### src/rtl/output_accum_writer.sv
// output_accum_writer: write-back end of the output-memory path.
// Psum rows from the systolic array go into a small skid FIFO. They are then
// written to output SRAM in one of two ways:
//  - overwrite on the first K tile;
//  - read-modify-write accumulate on later tiles.
// Optional build macro OUTPUT_SAT_EN: the accumulate add saturates per lane
// instead of wrapping.

// Per-lane accumulate adder (two's complement, wrap or signed saturate).
module output_accum_lane #(
  parameter int W = 32
) (
  input  logic [W-1:0] a_i,
  input  logic [W-1:0] b_i,
  output logic [W-1:0] sum_o
);
`ifdef OUTPUT_SAT_EN
  logic [W:0] sum_x;
  assign sum_x = {a_i[W-1], a_i} + {b_i[W-1], b_i};
  // Clamp when the sign-extended carry disagrees with the result sign.
  always_comb begin
    sum_o = sum_x[W-1:0];
    if (sum_x[W] != sum_x[W-1])
      sum_o = sum_x[W] ? {1'b1, {(W-1){1'b0}}} : {1'b0, {(W-1){1'b1}}};
  end
`else
  assign sum_o = a_i + b_i;
`endif
endmodule

module output_accum_writer #(
  parameter int MAC_COL         = 16,
  parameter int OUTPUT_BITWIDTH = 32,
  parameter int OUTPUT_ADDR_BIT = 10,
  parameter int OUTPUT_COL      = 196,
  parameter int FIFO_DEPTH      = 4
) (
  input  logic                                 clk,
  input  logic                                 rstn,
  input  logic                                 tile_start_in,
  input  logic                                 tile_first_in,
  input  logic [OUTPUT_ADDR_BIT-1:0]           tile_base_in,
  input  logic                                 psum_valid_in,
  input  logic [MAC_COL*OUTPUT_BITWIDTH-1:0]   psum_in,
  output logic                                 psum_ready_out,
  input  logic                                 mem_ready_in,
  input  logic [MAC_COL*OUTPUT_BITWIDTH-1:0]   mem_rdata_in,
  output logic [OUTPUT_ADDR_BIT-1:0]           mem_addr_out,
  output logic                                 mem_read_en_out,
  output logic                                 mem_write_en_out,
  output logic [MAC_COL*OUTPUT_BITWIDTH-1:0]   mem_wdata_out,
  output logic                                 busy_out,
  output logic                                 tile_done_out,
  output logic                                 overflow_err_out
);
  localparam int OBW   = OUTPUT_BITWIDTH;
  localparam int IDX_W = $clog2(OUTPUT_COL + 1);
  localparam int PTR_W = (FIFO_DEPTH > 1) ? $clog2(FIFO_DEPTH) : 1;
  localparam int CNT_W = $clog2(FIFO_DEPTH + 1);
  localparam logic [CNT_W-1:0] DEPTH_C = CNT_W'(FIFO_DEPTH);
  localparam logic [IDX_W-1:0] NROWS_C = IDX_W'(OUTPUT_COL);
  localparam logic [IDX_W-1:0] LAST_C  = IDX_W'(OUTPUT_COL - 1);

  typedef logic [MAC_COL-1:0][OBW-1:0] row_t;
  typedef enum logic [2:0] {S_IDLE, S_WR, S_RD, S_WAIT, S_DONE} state_t;

  state_t                     state_q;
  logic                       first_q;
  logic [OUTPUT_ADDR_BIT-1:0] base_q;
  logic [IDX_W-1:0]           idx_q, rows_in_q, rows_in_d;
  row_t                       rdata_q;
  logic                       ready_q, ready_d, busy_q, done_q, ovf_q;

  row_t                       fifo_q [FIFO_DEPTH];
  logic [PTR_W-1:0]           wptr_q, rptr_q;
  logic [CNT_W-1:0]           cnt_q, cnt_d;

  logic                       push, pop, empty, last;
  logic                       rd_req, wr_req, rd_acc, wr_acc, active_d;
  logic [OUTPUT_ADDR_BIT-1:0] req_addr;
  row_t                       head, sum_row;

  assign push     = psum_valid_in && ready_q;
  assign empty    = (cnt_q == '0);
  assign head     = fifo_q[rptr_q];
  assign last     = (idx_q == LAST_C);
  // A request is only raised once the row it belongs to is in the FIFO.
  assign rd_req   = (state_q == S_RD) && !empty;
  assign wr_req   = (state_q == S_WR) && !empty;
  assign rd_acc   = rd_req && mem_ready_in;
  assign wr_acc   = wr_req && mem_ready_in;
  assign pop      = wr_acc;
  assign req_addr = base_q + OUTPUT_ADDR_BIT'(idx_q);

  // Lane adders: stored partial sum plus incoming row.
  for (genvar l = 0; l < MAC_COL; l++) begin : g_lane
    output_accum_lane #(.W(OBW)) u_lane (
      .a_i   (rdata_q[l]),
      .b_i   (head[l]),
      .sum_o (sum_row[l])
    );
  end

  // Next FIFO occupancy / row count and the registered ready it implies.
  always_comb begin
    cnt_d     = cnt_q + CNT_W'(push) - CNT_W'(pop);
    rows_in_d = (state_q == S_IDLE) ? '0 : rows_in_q + IDX_W'(push);
    active_d  = ((state_q == S_IDLE) && tile_start_in) ||
                (((state_q == S_WR) || (state_q == S_RD) || (state_q == S_WAIT)) &&
                 !(wr_acc && last));
    ready_d   = active_d && (cnt_d < DEPTH_C) && (rows_in_d < NROWS_C);
  end

  // Skid FIFO: storage plus pointers; pop happens on an accepted write.
  always_ff @(posedge clk) begin
    if (!rstn) begin
      wptr_q <= '0;
      rptr_q <= '0;
      cnt_q  <= '0;
    end else begin
      if (push) begin
        fifo_q[wptr_q] <= row_t'(psum_in);
        wptr_q         <= wptr_q + 1'b1;
      end
      if (pop) rptr_q <= rptr_q + 1'b1;
      cnt_q <= cnt_d;
    end
  end

  // Pass control FSM with registered status outputs.
  always_ff @(posedge clk) begin
    if (!rstn) begin
      state_q   <= S_IDLE;
      first_q   <= 1'b0;
      base_q    <= '0;
      idx_q     <= '0;
      rows_in_q <= '0;
      rdata_q   <= '0;
      ready_q   <= 1'b0;
      busy_q    <= 1'b0;
      done_q    <= 1'b0;
      ovf_q     <= 1'b0;
    end else begin
      done_q    <= 1'b0;
      rows_in_q <= rows_in_d;
      ready_q   <= ready_d;
      if (psum_valid_in && !ready_q) ovf_q <= 1'b1;
      case (state_q)
        S_IDLE: if (tile_start_in) begin
          first_q <= tile_first_in;
          base_q  <= tile_base_in;
          idx_q   <= '0;
          busy_q  <= 1'b1;
          state_q <= tile_first_in ? S_WR : S_RD;
        end
        S_RD:   if (rd_acc) state_q <= S_WAIT;
        S_WAIT: begin
          rdata_q <= row_t'(mem_rdata_in);
          state_q <= S_WR;
        end
        S_WR:   if (wr_acc) begin
          idx_q <= idx_q + 1'b1;
          if (last) begin
            state_q <= S_DONE;
            done_q  <= 1'b1;
            busy_q  <= 1'b0;
          end else begin
            state_q <= first_q ? S_WR : S_RD;
          end
        end
        S_DONE: state_q <= S_IDLE;
        default: state_q <= S_IDLE;
      endcase
    end
  end

  assign psum_ready_out   = ready_q;
  assign busy_out         = busy_q;
  assign tile_done_out    = done_q;
  assign overflow_err_out = ovf_q;
  assign mem_read_en_out  = rd_req;
  assign mem_write_en_out = wr_req;
  assign mem_addr_out     = (rd_req || wr_req) ? req_addr : '0;
  assign mem_wdata_out    = wr_req ? (first_q ? head : sum_row) : '0;
endmodule

### config.mk
export PLATFORM = sky130hd
export DESIGN_NAME = output_accum_writer
export DESIGN_NICKNAME = d
export VERILOG_FILES = /design/src/rtl/output_accum_writer.sv
export SDC_FILE = /design/constraint.sdc
export NUM_CORES = 2
export LEC_CHECK = 0
export BUFFER_PORTS_ARGS = -buffer_cell sky130_fd_sc_hd__buf_4
export CAP_MARGIN = 20
export CORE_AREA = 2 2 618 620
export CTS_CLUSTER_SIZE = 28
export DETAILED_ROUTE_END_ITERATION = 8
export DIE_AREA = 0 0 620 622
export SETUP_SLACK_MARGIN = 0.15
export SYNTH_ARGS = -nofsm -noshare
export SYNTH_HDL_FRONTEND = slang
export SYNTH_SLANG_ARGS = --single-unit
### constraint.sdc
create_clock -name clk -period 55.3 [get_ports clk]
set_input_delay 13.825 -clock clk [delete_from_list [all_inputs] [get_ports clk]]
set_output_delay 13.825 -clock clk [all_outputs]
set_load 0.03 [all_outputs]
### Yosys cells after proc, flatten, opt, wreduce, memory -nomap -nowiden

Memories as Yosys holds them, arrays and structs flattened. A register that Yosys moved wholly into a read port is not among the register bits.
Index checks and enable logic that the tools add are counted.

* muxes and demuxes: 24
* $add $sub $neg: 23
* $lt $le $gt $ge: 2
* eq/ne operators: 8
* reductions and logical operators: 26

Operator list (number)
* 512-bit two-way mux: 2
* 32-bit adder: 16
* 8-bit two-way mux: 3
* 8-bit case mux with 2 select lines: 1
* 3-bit two-way mux: 4
* 3-bit case mux with 4 select lines: 1
* 1-bit logical AND: 11
* 10-bit by 8-bit adder with 10-bit output: 1
* 10-bit two-way mux: 1
* 3-bit AND reduction: 3
* 8-bit by 1-bit adder with 8-bit output: 1
* 8-bit by 1-bit adder with 8-bit output (second input constant): 1
* 8-bit == test (second input constant): 1
* 8-bit less-than comparator (second input constant): 1
* 2-bit two-way mux: 4
* 2-bit != test (second input constant): 4
* 1-bit two-way mux: 7
* 3-bit by 2-bit == test with 1-bit output (second input constant): 2
* 3-bit logical NOT: 2
* 2-bit by 1-bit adder with 2-bit output (second input constant): 2
* 1-bit logical OR: 4
* 4-bit AND reduction: 1
* 3-bit by 1-bit adder with 3-bit output: 1
* 3-bit by 1-bit == test with 1-bit output (second input constant): 1
* other kinds (6): 8

* output and inout bits: 528
* RAM bits: 2048
* bits in registers: 553
* input port bits: 1040
* memories kept: 1

Memories
* fifo_q: depth 4, width 512, rd ports 1, clocked after memory_dff 1, write ports 1, line 74 `row_t fifo_q [FIFO_DEPTH];`

### Logic depth before layout (Yosys ltp)

* depth in word-level cells: 10
* depth in mapped cells: 16
* gate-level depth less buffers: 13

### Hierarchy

Synthesis repeated with hierarchy kept, for this count alone.

* cells, all modules: 10100
* area total of the unflattened synthesis: 129620.6 µm²

Modules (own cells, without submodules)
* output_accum_writer: cells an instance 6321, instances 1, sequential area each 72609.6 µm², area an instance 102082.9 µm²
* output_accum_lane (g_lane[0].u_lane ...): cells an instance 241, instances 9, sequential area each 0.0 µm², area an instance 1744.2 µm²
* output_accum_lane (g_lane[5].u_lane ...): cells an instance 232, instances 5, sequential area each 0.0 µm², area an instance 1720.4 µm²
* output_accum_lane (g_lane[4].u_lane): cells an instance 248, instances 1, sequential area each 0.0 µm², area an instance 1739.2 µm²
* output_accum_lane (g_lane[3].u_lane): cells an instance 202, instances 1, sequential area each 0.0 µm², area an instance 1498.9 µm²

### Least setup slack after synthesis

OpenSTA, ideal clock, no wires.

* kind: input to register
* start point: input rstn
* end point: memory fifo_q[0][0] (netlist bit) (enable)
* slack: 28.244 ns
* arrival time: 26.110 ns
* stages: 3
* path buffers: 2
* cells stage by stage: clkbuf_1 clkbuf_1 and3_1

* word-level cells in the longest chain between the ends: 2

RTL lines
* start: declaration: line 39 `input logic rstn,`
* 1-bit two-way mux: line 116 `if (!rstn) begin`
* 1-bit two-way mux (not written as such): line 122 `fifo_q[wptr_q] <= row_t'(psum_in);`
* end: declaration: line 74

No other way between the ends.

==> metrics.txt <==
worst hold path type=reg -> reg; fin crit period=22.38 ns; most frequent cells in the layout=2,048 x edfxtp_1, 1,679 x buf_4, 1,485 x nand2_1, 753 x nor2_1, 729 x a21oi_1; Mapped Area=125,000 µm²; DRT antenna net count=0; NumNets Final=about 13,000; commonest non-fill, non-tap cell in the layout=edfxtp_1; Via-to-Cell Ratio=5.37; delay-heaviest family, CP=buffers and inverters; Psw=between 1500 and 2000 µW; Worst Setup Start Kind=flip-flop; synth unique cells=between 90 and 100; CTS root buf=clkbuf_16; combinational power share=between 20% and 30%; Cell Pwr Density=about 35 nW/µm²; mean routed wirelength per cell=27.6 µm; Hold Violations, Final=0; Mapped Avg Cell Area=between 10 and 15 µm²; PostCTS Resize Cnt=0; FFs w/ async S/R, synth=0%; share of the synthesized area in the top cell type=49.0%; Std-Cell Core Area=378,000 µm²; port bufs=1,567; largest net degree at the start of global routing=144; Max Slew Vio Count=0; total track usage=23.2%; Post-synth EDFFs=roughly 2,000; synthesized flop and latch total=about 2,600; Fmax achieved=between 0.04 and 0.05 GHz; Power Internal=between 3000 and 4000 µW; syn nets=11,600; Post-synth top flop=edfxtp_1; first-pass GRT wire length=approximately 650,000 µm; Die X-Extent=roughly 620 µm; CP arrival=8.55 ns; GPL Wtd Cong=roughly 0.96; Slew HR=between 20% and 30%; status=finished clean; worst path required time=just over 40 ns; Crit. End Element=output pin; sw frac=30.0%; global route overflow=0; Buf/Inv on CP=6; Worst Tran Pin Value=~1.1 ns; clk sink count=approximately 2,600; Max H-tree Level=5; CTS tree=yes; setup total negative slack=0 ns; layout cells sized above 1=roughly 23%; Worst Skew=~0.09 ns; antenna violations before repair=between 200 and 250; Finish-stage setup viols=0; vias in the first global route=86,200; initial drt markers=around 8,500; Core Rows=226; P&R area growth vs syn=21.9%; peak fanout along the critical path=41; final std cells w/o fill=~17,000; Synth area leader=edfxtp_1; drt pass-1 iters=6; hold_buf cts=0; Synthesis Warnings=0; Initial Util=around 33%; Area contributors post-synth=edfxtp_1 49%, mux4_2 9.2%, dfxtp_1 8.9%; Finished Cell Area=roughly 150,000 µm²; CP Cell Sequence=buf_4, buf_4, buf_4, buf_4, buf_4, mux4_2, fa_1, a21oi_1, o31ai_1, nor4_1, o31ai_1, a21oi_1, a21oi_1, nor3b_1, a2111oi_0, xor2_1, o21ai_0, buf_4; total wire length=between 400,000 and 500,000 µm; maxcap violations=0; dpl cell area=approximately 140,000 µm²; CTS max path bufs=4; die area=386,000 µm²; Worst path max stage delay=just under 0.7 ns; crit share post-route=approximately two fifths; cell mode on critical path=buf_4; crit path kind=reg -> out; Die Span Y=622 µm; sequential fraction of the synthesis area=between 50 and 60%; Pleak=between 0.05 and 0.06 µW; clk_lat worst skew=around 0.92 ns; CTS clk-pin slew, worst paths=around 0.060 ns; HPWL Detailed=~350,000 µm; RSZ-0062 raised after global routing=false; Clk pwr share=37.2%; Flop pwr share=about two fifths; postcts setup bufs=0; drc violations=0; top-level I/O count=around 1,600; Max VDD drop=around 0.027 mV; Mapped Cells=10,000; reg2reg setup slack=approximately 50 ns; Num CTS Buffers=slightly below 300; placed insts=16,200; via count=roughly 90,000; CP max stage cell=dfxtp_4
==> through the flow <==
step,power (µW),utilization (%),setup slack [ns],hold slack [ns]
final,5410,40.4,32.92,0.470
after global routing,5620,40.4,32.61,0.487
after CTS,5450,40.3,32.88,0.472
after detailed placement,3430,37.7,33.89,0.463
after global placement,3430,37.7,33.81,0.459
after floorplan,3020,-,28.24,0.448
==> path summary, 6_finish.rpt <==
| path | startpoint | endpoint | cells after the start |
|---|---|---|---|
| setup reg to reg | psum_ready_out$_SDFF_PN0_ | fifo_q[2][493]$_DFFE_PP_ | 6 |
| hold / removal | rdata_q[349]$_SDFFE_PN0P_ | rdata_q[349]$_SDFFE_PN0P_ | 2 |
| setup / recovery | flip-flop | mem_wdata_out[62] | 18 |
| hold reg to reg | rdata_q[349]$_SDFFE_PN0P_ | rdata_q[349]$_SDFFE_PN0P_ | 2 |
==> state kept, by name (all words and copies together) (netlist names), named ones only <==
| name | count |
|---|---|
| state_q | 3 |
| base_q | 10 |
| psum_ready_out | 1 |
| idx_q | 8 |
| wptr_q | 2 |
| overflow_err_out | 1 |
| first_q | 1 |
| fifo_q | 2048 |
| busy_out | 1 |
| rptr_q | 2 |
| cnt_q | 3 |
| tile_done_out | 1 |
| rows_in_q | 8 |
| rdata_q | 512 |
==> Yosys cell counts (41+ instances only) <==
master	instances
a21boi_0	540
a21o_1	303
a21oi_1	729
a31oi_1	54
and3_1	61
buf_1	88
clkbuf_1	433
dfxtp_1	555
edfxtp_1	2048
ha_1	513
inv_1	105
mux2i_1	71
mux4_2	511
nand2_1	1487
nand3_1	107
nand4_1	66
nor2_1	755
nor2b_1	51
nor3_1	68
o21a_1	41
o21ai_0	362
o21bai_1	65
xnor2_1	252
xor2_1	210
==> power groups by stage <==
stage	Combinational (µW)	Sequential (µW)	Clock [µW]
after global placement	1160	2270	0
final	1170	2230	2020
after detailed placement	1160	2270	0
after CTS	1170	2230	2050
after floorplan	729	2290	0
after global routing	1260	2240	2120
==> routing by layer <==
metal	share of wire, %	global-route usage (%)
met1	40	28.9
met2	48	37.8
met3	7.2	4.71
met4	5.4	12.2
met5	0.097	0
==> final cells by class <==
| cell class | instances | area [µm²] |
|---|---|---|
| repair buffers | 1690 | 12800 |
| flip-flops and latches | 2603 | 72600 |
| multi-input cells | 6778 | 50500 |
| clock buffers | 375 | 7960 |
| inverters | 109 | 418 |
| diodes | 106 | 265 |
| well taps | 5016 | 6280 |
| clock inverters | 168 | 1990 |
| fillers | 35900 | 226000 |
==> kinds of logic (layout without fill, tap and decap cells) <==
family                   count (synthesis)  count (layout)  synth area share, %
adder cells (fa/ha/maj)                531             531                 5.40
XOR/XNOR                               462             462                 3.23
AND/OR/NAND/NOR                       2789            2789                 9.38
other                                    0             106                    0
buffers and inverters                  635            2342                 1.91
flip-flops                            2603            2603                 57.9
AO/OA/AOI/OAI                         2413            2413                 12.4
multiplexers                           583             583                 9.75
==> worst register-to-register path, cell delays in order, from the launching register on <==
cell     delay (ns)
dfxtp_1        0.54
and2_1         0.38
and3_4         0.89
buf_4          0.68
buf_4          0.77
buf_4          0.86
buf_4          0.96
Power figures use the tool's default switching activity.
